==> config.mk <==
export PLATFORM = sky130hd
export DESIGN_NAME = button_ce_gen
export DESIGN_NICKNAME = d
export VERILOG_FILES = /design/src/rtl/button_ce_gen.sv
export SDC_FILE = /design/constraint.sdc
export NUM_CORES = 1
export LEC_CHECK = 0
export BUFFER_PORTS_ARGS = -buffer_cell sky130_fd_sc_hd__buf_2
export CORE_MARGIN = 10
export CORE_UTILIZATION = 55
export CTS_BUF_LIST = sky130_fd_sc_hd__clkbuf_16
export CTS_CLUSTER_SIZE = 20
export DETAILED_ROUTE_END_ITERATION = 16
export PLACE_DENSITY = 0.83
export SETUP_SLACK_MARGIN = 0.2
export SYNTH_ARGS = -nofsm -noshare
export SYNTH_HDL_FRONTEND = slang
export SYNTH_SLANG_ARGS = --single-unit
export TNS_END_PERCENT = 30
==> constraint.sdc <==
create_clock -name clk -period 2.1 [get_ports clk]
set_input_delay 0.105 -clock clk [delete_from_list [all_inputs] [get_ports clk]]
set_output_delay 0.105 -clock clk [all_outputs]
set_load 0.02 [all_outputs]
==> src/rtl/button_ce_gen.sv <==
// button_ce_gen: turns raw bouncing push-buttons into debounced levels, one-cycle press pulses
// and a run/stop ce level (button 1 stops, button 0 toggles).
module button_ce_gen #(
    parameter int WIDTH          = 4,
    parameter int SAMPLE_CNT_MAX = 62500,
    parameter int PULSE_CNT_MAX  = 200
) (
    input  logic             clk,
    input  logic             rst,
    input  logic [WIDTH-1:0] buttons_in,
    output logic [WIDTH-1:0] debounced,
    output logic [WIDTH-1:0] rise_pulse,
    output logic             ce
);
    localparam int TW = $clog2(SAMPLE_CNT_MAX);
    localparam int CW = $clog2(PULSE_CNT_MAX + 1);
    localparam logic [TW-1:0] TIMER_LAST = TW'(SAMPLE_CNT_MAX - 1);
    localparam logic [CW-1:0] CNT_FULL   = CW'(PULSE_CNT_MAX);
    logic [WIDTH-1:0]         meta, sync, deb_d;
    logic [TW-1:0]            timer;
    logic [WIDTH-1:0][CW-1:0] cnt;
    logic                     sample_tick;
    assign sample_tick = timer == TIMER_LAST;
    always_ff @(posedge clk) begin
        if (rst) begin
            meta  <= '0;
            sync  <= '0;
            timer <= '0;
            deb_d <= '0;
            ce    <= 1'b0;
        end else begin
            meta  <= buttons_in;
            sync  <= meta;
            timer <= sample_tick ? '0 : timer + 1'b1;
            deb_d <= debounced;
            ce    <= rise_pulse[1] ? 1'b0 : rise_pulse[0] ? ~ce : ce;
        end
    end
    // any low sample restarts qualification; counters saturate instead of wrapping
    always_ff @(posedge clk) begin
        for (int j = 0; j < WIDTH; j++)
            cnt[j] <= (rst || !sync[j]) ? '0 :
                      (sample_tick && cnt[j] < CNT_FULL) ? cnt[j] + 1'b1 : cnt[j];
    end
    genvar i;
    for (i = 0; i < WIDTH; i++) begin : g_deb
        assign debounced[i] = cnt[i] == CNT_FULL;
    end
    assign rise_pulse = debounced & ~deb_d;
endmodule

==> qor.csv, run 1 <==
stage,metric,value,unit
synthesis,synth_cell_types,32,
grt,grt_pass1_vias,2444,
pwr,vdd.ir_drop.worst,613,uV
timing,finalSetupTns,0,ns
finish,nNetsFinal,373,
floorplanning,die_w,92.0,um
timing,period_share,87.7,%
clocking,clock_latency,0.32,ns
routing,routed_wirelength,6320,um
routing,wl_per_cell,14.6,um
routing,drtPass1Iterations,4,
finish,fin_util,66.4,%
finish,final_area,3370,um2
clocking,path_clk_slew,0.05,ns
critical_path,worst-path-max-fanout,5,
synthesis,syn-num-nets,347,
clocking,h-tree-depth,3,
critical_path,path_depth,6,
critical_path,cpPeakStageDelay,0.45,ns
routing,drc,0,
timing,clock_skew,0.00451,ns
worst_hold_path,hold_depth,2,
floorplanning,core_area,5070,um2
timing,setup_violations,0,
critical_path,crit_chain,"inv_1, ha_1, nand3b_1, or4_4, nor2_2, buf_2",
critical_path,reg2regPathDepth,5,
placed_design,hpwl,4080,um
routing,ant_nets,0,
synthesis,synthTopCellsByArea,"dfxtp_1, a21oi_1, or4_1, ha_1, nand3_1",
synthesis,synth_cells,331,
routing,vias,2538,
clocking,cts-root-buf,clkbuf_16,
pwr,p_leak,0.00112,uW
critical_path,endpoint_kind,output port,
critical_path,start_kind,register,
synthesis,yosysWarnings,0,
clocking,cts.path.max_buffers,2,
placed_design,place.gp.congestion,0.902,
floorplanning,fp.dieH,92.0,um
synthesis,ys_ff_latch,61,
floorplanning,num_rows,26,
critical_path,cp_num_buf_inv,2,
timing,rsz0062_at_grt,true,
floorplanning,start_util,56.2,%
floorplanning,ioPinCount,15,
synthesis,ys.flop_type,dfxtp_1,
worst_hold_path,hp-class,in -> reg,
timing,timing.fmax,543,MHz
grt,antenna_found_initial,0,
job,maxCapViolCount,0,
synthesis,yosysSeqAreaShare,42.8,%
synthesis,synth_top_area_share,42.8,%
critical_path,path_class,reg -> out,
outcome,status,completed,
grt,grt_start_max_net_pins,30,
timing,slew_viol_final,0,
grt,grt_overflow,0,
critical_path,critPathSlowestCell,or4_4,
placed_design,numPortBuffers,14,
critical_path,timing.critical_path.required,2.00,ns
routing,viasPerCell,5.88,
finish,insertedDiodeCount,0,
clocking,cts_tree,yes,
clocking,numCtsBuffers,9,
finish,layout-drive-gt1-share,14.1,%
placed_design,dpl-instance-area,2990,um2
timing,finalHoldViolations,0,
grt,grt_first_pass_wirelength,10800,um
timing,relSlewSlack,54.2,%
synthesis,synthesis.area,2850,um2
grt,grt_usage,15.2,%
timing,worstMarginPinSlew,0.679,ns
synthesis,synth_edf_count,0,
timing,fin_crit,1.84,ns
floorplanning,die_area,8470,um2
critical_path,path_delay_family,simple AND/OR/NAND/NOR gates,
synthesis,synth_largest_area_cell,dfxtp_1,
finish,area_growth,18.2,%
clocking,cts_sinks,61,
synthesis,synthArstFlopShare,0,%
pwr,p_total,2500,uW
pwr,power_density,741,nW/um2
critical_path,critPathArrivalTime,1.74,ns
synthesis,syn_avg_cell_area,8.62,um2
routing,drtIter0Drc,120,
-- worst register-to-register path, stage by stage, from the launching register on --
cell	delay (ns)
dfxtp_1	0.38
nor4b_4	0.34
nand4_1	0.20
buf_6	0.19
or4_1	0.51
a21oi_1	0.14
-- power breakdown --
| part | switching [uW] | leakage [uW] | internal [uW] |
|---|---|---|---|
| logic | 24.9 | 0.000502 | 23.6 |
| clock network | 494 | 0.000125 | 775 |
| registers | 8.04 | 0.000494 | 1170 |
| total | 527 | 0.00112 | 1970 |
-- what timing repair did --
item,CTS,global route
pin swaps,0,2
endpoints found under the hold margin,4,0
buffers inserted,1,3
cloned,0,1
hold buffers,4,0
resized for setup,1,12
setup endpoints to repair,3,37
-- placed cells by master, fill, tap and decap left out, types with 6 or more instances in the layout --
| master | instances |
|---|---|
| a21oi_1 | 30 |
| and3_1 | 7 |
| and4_1 | 7 |
| buf_2 | 15 |
| buf_4 | 7 |
| clkbuf_16 | 9 |
| dfxtp_1 | 58 |
| ha_1 | 9 |
| inv_1 | 17 |
| nand2_1 | 10 |
| nand3_1 | 23 |
| nand4_1 | 14 |
| nor2_1 | 27 |
| nor2b_1 | 8 |
| nor3_1 | 12 |
| o21ai_0 | 14 |
| o31ai_1 | 12 |
| or3_1 | 7 |
| or4_1 | 15 |
| xnor2_1 | 6 |
| xor2_1 | 6 |
-- worst paths after layout --
path | slack (ns) | end | start
worst max-delay path | 0.26 | rise_pulse[1] | cnt[8]
worst min-delay path | 0.16 | deb_d[3] | rst
worst max register to register | 0.28 | cnt[5] | timer[11]
worst min register to register | 0.44 | sync[1] | meta[1]
-- cells in the mapped netlist, types with 7 or more instances --
| cell | instances |
|---|---|
| or3_1 | 7 |
| and4_1 | 7 |
| o21ai_0 | 14 |
| nor2_1 | 28 |
| nand3_1 | 23 |
| nor3_1 | 12 |
| nand2_1 | 10 |
| and3_1 | 7 |
| o31ai_1 | 13 |
| or4_1 | 17 |
| a21oi_1 | 31 |
| ha_1 | 10 |
| nand4_1 | 14 |
| inv_1 | 17 |
| dfxtp_1 | 61 |
| nor2b_1 | 8 |
-- cell type report --
cell class	instances	area [um2]
Clock buffer	9	225
Clock inverter	7	32.5
Fill cell	413	1700
Inverter	17	63.8
Tap cell	70	87.6
Multi-Input combinational cell	240	1550
Timing Repair Buffer	28	190
Sequential cell	61	1220
-- kinds of logic after synthesis --
| family | after synthesis | synth area share (%) |
|---|---|---|
| AND/OR/NAND/NOR | 151 | 31.2 |
| adder cells (fa/ha/maj) | 10 | 4.39 |
| XOR/XNOR | 12 | 3.68 |
| flip-flops | 61 | 42.8 |
| AO/OA/AOI/OAI | 67 | 13.7 |
| buffers and inverters | 30 | 4.17 |
-- state kept, by name, summed over array words and instances, names as in the netlist --
name	count
ce	1
timer	16
sync	4
cnt	32
meta	4
deb_d	4
-- per-stage QoR --
stage	setup slack [ns]	std cells	hold WS [ns]
CTS	0.173	428	0.147
floorplan	0.260	331	0.177
detailed placement	0.162	407	0.322
global route	0.154	432	0.181
global placement	0.239	407	0.314
finish	0.257	432	0.160
-- per-layer routing --
layer	global-route usage, %	wire (um)	part of all wire (%)
met1	17.3	2770	44
met2	25.0	3200	51
met3	5.54	257	4.1
met4	6.56	89	1.4
met5	0	0	0
Note: power is estimated with default switching activity, not from simulation.
==> inputs of run 2 (changes only) <==
CORE_UTILIZATION = 35   (was 55)
PLACE_DENSITY = 0.61   (was 0.83)
==> run 2 against run 1 <==
Critical path depth did not move. Count of clock-buffer cells in the layout did not move. Via count fell by 1.3%. Wire length fell by 0.84%. Final cell count rose by 7.6%. Register-to-register slack got worse by 0.03 ns. Highest routed layer unchanged.
==> qor.csv, run 2 (same netlist as run 1, synthesis figures left out) <==
stage,metric,value,unit
critical_path,timing.critical_path.required,2.36,ns
clocking,clock_latency,0.33,ns
routing,ant_nets,0,
finish,area_growth,25.0,%
finish,layout-drive-gt1-share,16.8,%
job,maxCapViolCount,0,
routing,wl_per_cell,13.5,um
timing,layout_setup_ws,0.254,ns
finish,final_common_cell,dfxtp_1,
finish,stdcell_count,465,
grt,grt_start_max_net_pins,30,
pwr,p_leak,0.00120,uW
grt,grt_usage,10.4,%
floorplanning,die_area,12200,um2
floorplanning,start_util,36.4,%
finish,nNetsFinal,374,
floorplanning,num_rows,32,
clocking,h-tree-depth,3,
placed_design,hpwl,3880,um
critical_path,critPathSlowestCell,or4_1,
worst_hold_path,hold_depth,2,
critical_path,cp_num_buf_inv,2,
routing,drtIter0Drc,91,
critical_path,reg2regPathDepth,6,
worst_hold_path,hp-class,in -> reg,
clocking,cts_sinks,61,
pwr,power_density,822,nW/um2
floorplanning,die_w,110,um
finish,reg_top3,"cnt: 32 flops, timer: 16 flops",
clocking,cts_tree,yes,
clocking,numCtsBuffers,9,
worst_hold_path,worstHoldStart,rst,
finish,largest_register_ff_count,32,
critical_path,endpoint_kind,register,
routing,routed_wirelength,6270,um
timing,worstMarginPinSlew,0.668,ns
timing,finalHoldViolations,0,
critical_path,critPathArrivalTime,2.10,ns
grt,grt_pass1_vias,2318,
critical_path,rr_endpoint,cnt[13],
floorplanning,core_area,7850,um2
clocking,cts-root-buf,clkbuf_16,
placed_design,dp.cells,440,
timing,fin_crit,1.85,ns
placed_design,place.gp.congestion,0.790,
critical_path,cpPeakStageDelay,0.52,ns
critical_path,reg2reg_from,timer[4],
outcome,status,completed,
clocking,cts.path.max_buffers,2,
clocking,path_clk_slew,0.06,ns
critical_path,worst-path-max-fanout,8,
critical_path,path_delay_family,simple AND/OR/NAND/NOR gates,
critical_path,crit_chain,"nor4b_4, nand4_1, buf_6, buf_8, or4_1, a21oi_2",
timing,finalSetupTns,0,ns
timing,period_share,87.9,%
timing,clock_skew,0.0108,ns
routing,drtPass1Iterations,4,
pwr,vdd.ir_drop.worst,461,uV
pwr,p_total,2930,uW
routing,drc,0,
grt,grt_overflow,0,
placed_design,numPortBuffers,14,
critical_path,start_kind,register,
routing,vias,2504,
grt,grt_first_pass_wirelength,10300,um
finish,top_register,cnt,
floorplanning,ioPinCount,15,
routing,viasPerCell,5.38,
finish,insertedDiodeCount,0,
timing,whs,0.156,ns
timing,relSlewSlack,54.9,%
finish,final_cell_mix,"dfxtp_1, a21oi_1, nor2_1",
grt,antenna_found_initial,0,
floorplanning,fp.dieH,110,um
placed_design,pre_cts_ws,0.208,ns
timing,timing.fmax,542,MHz
timing,rsz0062_at_grt,true,
worst_hold_path,hold_end,deb_d[2],
timing,setup_violations,0,
timing,slew_viol_final,0,
critical_path,path_class,reg -> reg,
critical_path,reg2reg_setup_slack,0.25,ns
run 2: worst max path at each step:
stage               startpoint       to  slack (ns)  cells past startpoint
detailed placement    timer[1]  cnt[27]        0.21                      6
global placement      timer[1]  cnt[29]        0.27                      6
floorplan               cnt[4]       ce        0.26                      4
global route          timer[8]  cnt[13]        0.16                      6
CTS                   timer[1]  cnt[27]        0.21                      6
finish                timer[4]  cnt[13]        0.25                      6
run 2: layout make-up:
| class | instances | area (um2) |
|---|---|---|
| well taps | 102 | 128 |
| flip-flops and latches | 61 | 1230 |
| repair buffers | 29 | 246 |
| multi-input cells | 240 | 1550 |
| fillers | 797 | 4280 |
| inverters | 17 | 63.8 |
| clock inverters | 7 | 124 |
| clock buffers | 9 | 225 |
run 2: layer usage:
| layer | share of wire [%] | vias to the layer above | global-route usage (%) | wire length, um |
|---|---|---|---|---|
| met5 | 0 | - | 0 | 0 |
| met4 | 1.2 | 0 | 3.49 | 77 |
| met3 | 4.9 | 8 | 4.18 | 305 |
| met2 | 46 | 49 | 17.1 | 2910 |
| met1 | 47 | 1166 | 12.1 | 2970 |
| li1 | - | 1281 | - | - |
run 2: what timing repair did:
action                                 in CTS  in global routing
buffers inserted                            0                  3
pin swaps                                   0                  5
setup endpoints to repair                   1                 19
hold buffers                                4                  0
endpoints found under the hold margin       4                  0
cloned                                      0                  2
gates resized for setup                     1                 21
run 2: stage by stage:
stage	util [%]	cell area, um2
global route	45.5	3570
global placement	38.7	3040
floorplan	-	2850
CTS	43.7	3430
detailed placement	38.7	3040
finish	45.5	3570
run 2: power by group:
part	internal, uW	switching (uW)
Combinational	24.6	26.8
Sequential	1170	7.39
Clock	1160	541
Total	2360	575
==> inputs of run 3 (changes only) <==
==> constraint.sdc (replaced) <==
create_clock -name clk -period 2.1 [get_ports clk]
set_input_delay 0.105 -clock clk [delete_from_list [all_inputs] [get_ports clk]]
set_output_delay 0.105 -clock clk [all_outputs]
set_load 0.01 [all_outputs]
==> run 3 against run 2 <==
Combinational power barely moved. Largest cell class unchanged. Sequential share of layout area rose by 0.10 points. Largest power group unchanged. Die area did not move. Critical path type unchanged. Register-to-register slack got worse by 0.02 ns. Count of clock-buffer cells in the layout did not move. Critical endpoint unchanged. Highest routed layer unchanged.
==> qor.csv, run 3 (same netlist as run 1, synthesis figures left out) <==
stage,metric,value,unit
outcome,status,completed,
routing,drc,0,
timing,rsz0062_at_grt,true,
routing,viasPerCell,5.36,
pwr,p_leak,0.00119,uW
clocking,cts_sinks,61,
clocking,path_clk_slew,0.06,ns
routing,vias,2494,
floorplanning,start_util,36.4,%
critical_path,start_kind,register,
routing,wl_per_cell,13.5,um
critical_path,reg2reg_setup_slack,0.23,ns
clocking,cts.path.max_buffers,2,
clocking,cts_tree,yes,
floorplanning,ioPinCount,15,
timing,period_share,88.8,%
routing,routed_wirelength,6260,um
pwr,vdd.ir_drop.worst,462,uV
floorplanning,fp.dieH,110,um
timing,timing.fmax,536,MHz
grt,grt_first_pass_wirelength,10300,um
grt,grt_pass1_vias,2318,
worst_hold_path,hp-class,in -> reg,
placed_design,place.gp.congestion,0.790,
placed_design,hpwl,3880,um
critical_path,endpoint_kind,register,
finish,top_register,cnt,
timing,slew_viol_final,0,
finish,reg_top3,"cnt: 32 flops, timer: 16 flops",
timing,relSlewSlack,54.9,%
finish,largest_register_ff_count,32,
timing,fin_crit,1.87,ns
pwr,power_density,826,nW/um2
timing,clock_skew,0.0107,ns
placed_design,numPortBuffers,14,
critical_path,reg2reg_from,timer[9],
timing,setup_violations,0,
clocking,clock_latency,0.33,ns
clocking,numCtsBuffers,9,
routing,drtPass1Iterations,4,
finish,area_growth,24.4,%
timing,layout_setup_ws,0.234,ns
finish,final_common_cell,dfxtp_1,
timing,worstMarginPinSlew,0.668,ns
finish,insertedDiodeCount,0,
critical_path,timing.critical_path.required,2.36,ns
timing,finalSetupTns,0,ns
floorplanning,die_w,110,um
routing,ant_nets,0,
clocking,cts-root-buf,clkbuf_16,
grt,antenna_found_initial,0,
critical_path,critPathArrivalTime,2.12,ns
timing,finalHoldViolations,0,
finish,fin_util,45.2,%
finish,nNetsFinal,374,
critical_path,path_class,reg -> reg,
job,maxCapViolCount,0,
finish,layout-drive-gt1-share,15.7,%
grt,grt_overflow,0,
critical_path,startpoint,timer[9],
finish,final_cell_mix,"dfxtp_1, a21oi_1, nor2_1",
worst_hold_path,worstHoldStart,rst,
placed_design,pre_cts_ws,0.208,ns
clocking,h-tree-depth,3,
floorplanning,die_area,12200,um2
grt,grt_usage,10.4,%
grt,grt_start_max_net_pins,30,
floorplanning,num_rows,32,
routing,drtIter0Drc,100,
floorplanning,core_area,7850,um2
critical_path,worst-path-max-fanout,8,
-- run 3: worst max-delay path: stages (launching register included) --
cell and delay (ns):
dfxtp_1 0.36, nor4b_4 0.33, nand4_1 0.15, buf_6 0.16, buf_8 0.13, or4_1 0.52
a21oi_2 0.14
-- run 3: per-layer routing --
layer  global-route usage [%]  up-vias  wire length [um]
met5                        0        -                 0
met4                     3.49        0                79
met3                     4.18        8               289
met2                     17.1       40              2930
li1                         -     1280                 -
met1                     12.1     1166              2960
-- run 3: report_power, final --
part	switching, uW	internal, uW
Sequential	7.36	1170
Clock	541	1160
Combinational	26.6	24.6
Total	575	2360
-- run 3: layout make-up --
cell class,count,area [um2]
timing repair buffer,29,239
clock inverter,7,124
fill,802,4300
clock buffer,9,225
multi-input combinational,240,1540
tap,102,128
sequential,61,1230
inverter,17,63.8
-- run 3: worst paths after layout --
kind | endpoint | cells past startpoint
worst max register to register | cnt[13] | 6
worst max-delay path | cnt[13] | 6
worst min register to register | sync[1] | 1
worst min-delay path | deb_d[2] | 2
-- run 3: what timing repair did --
item,in CTS,in global routing
buffers inserted,0,3
hold endpoints to repair,4,0
gates resized for setup,0,15
hold buffers,4,0
endpoints found under the setup margin,0,17
-- run 3: through the flow --
stage	hold slack (ns)	power, uW	cell area, um2	std cells
after detailed placement	0.322	1240	3040	440
after floorplan	0.177	1230	2850	331
after global placement	0.315	1240	3040	440
after global routing	0.169	3030	3550	465
after CTS	0.153	2960	3430	460
final	0.158	2930	3550	465
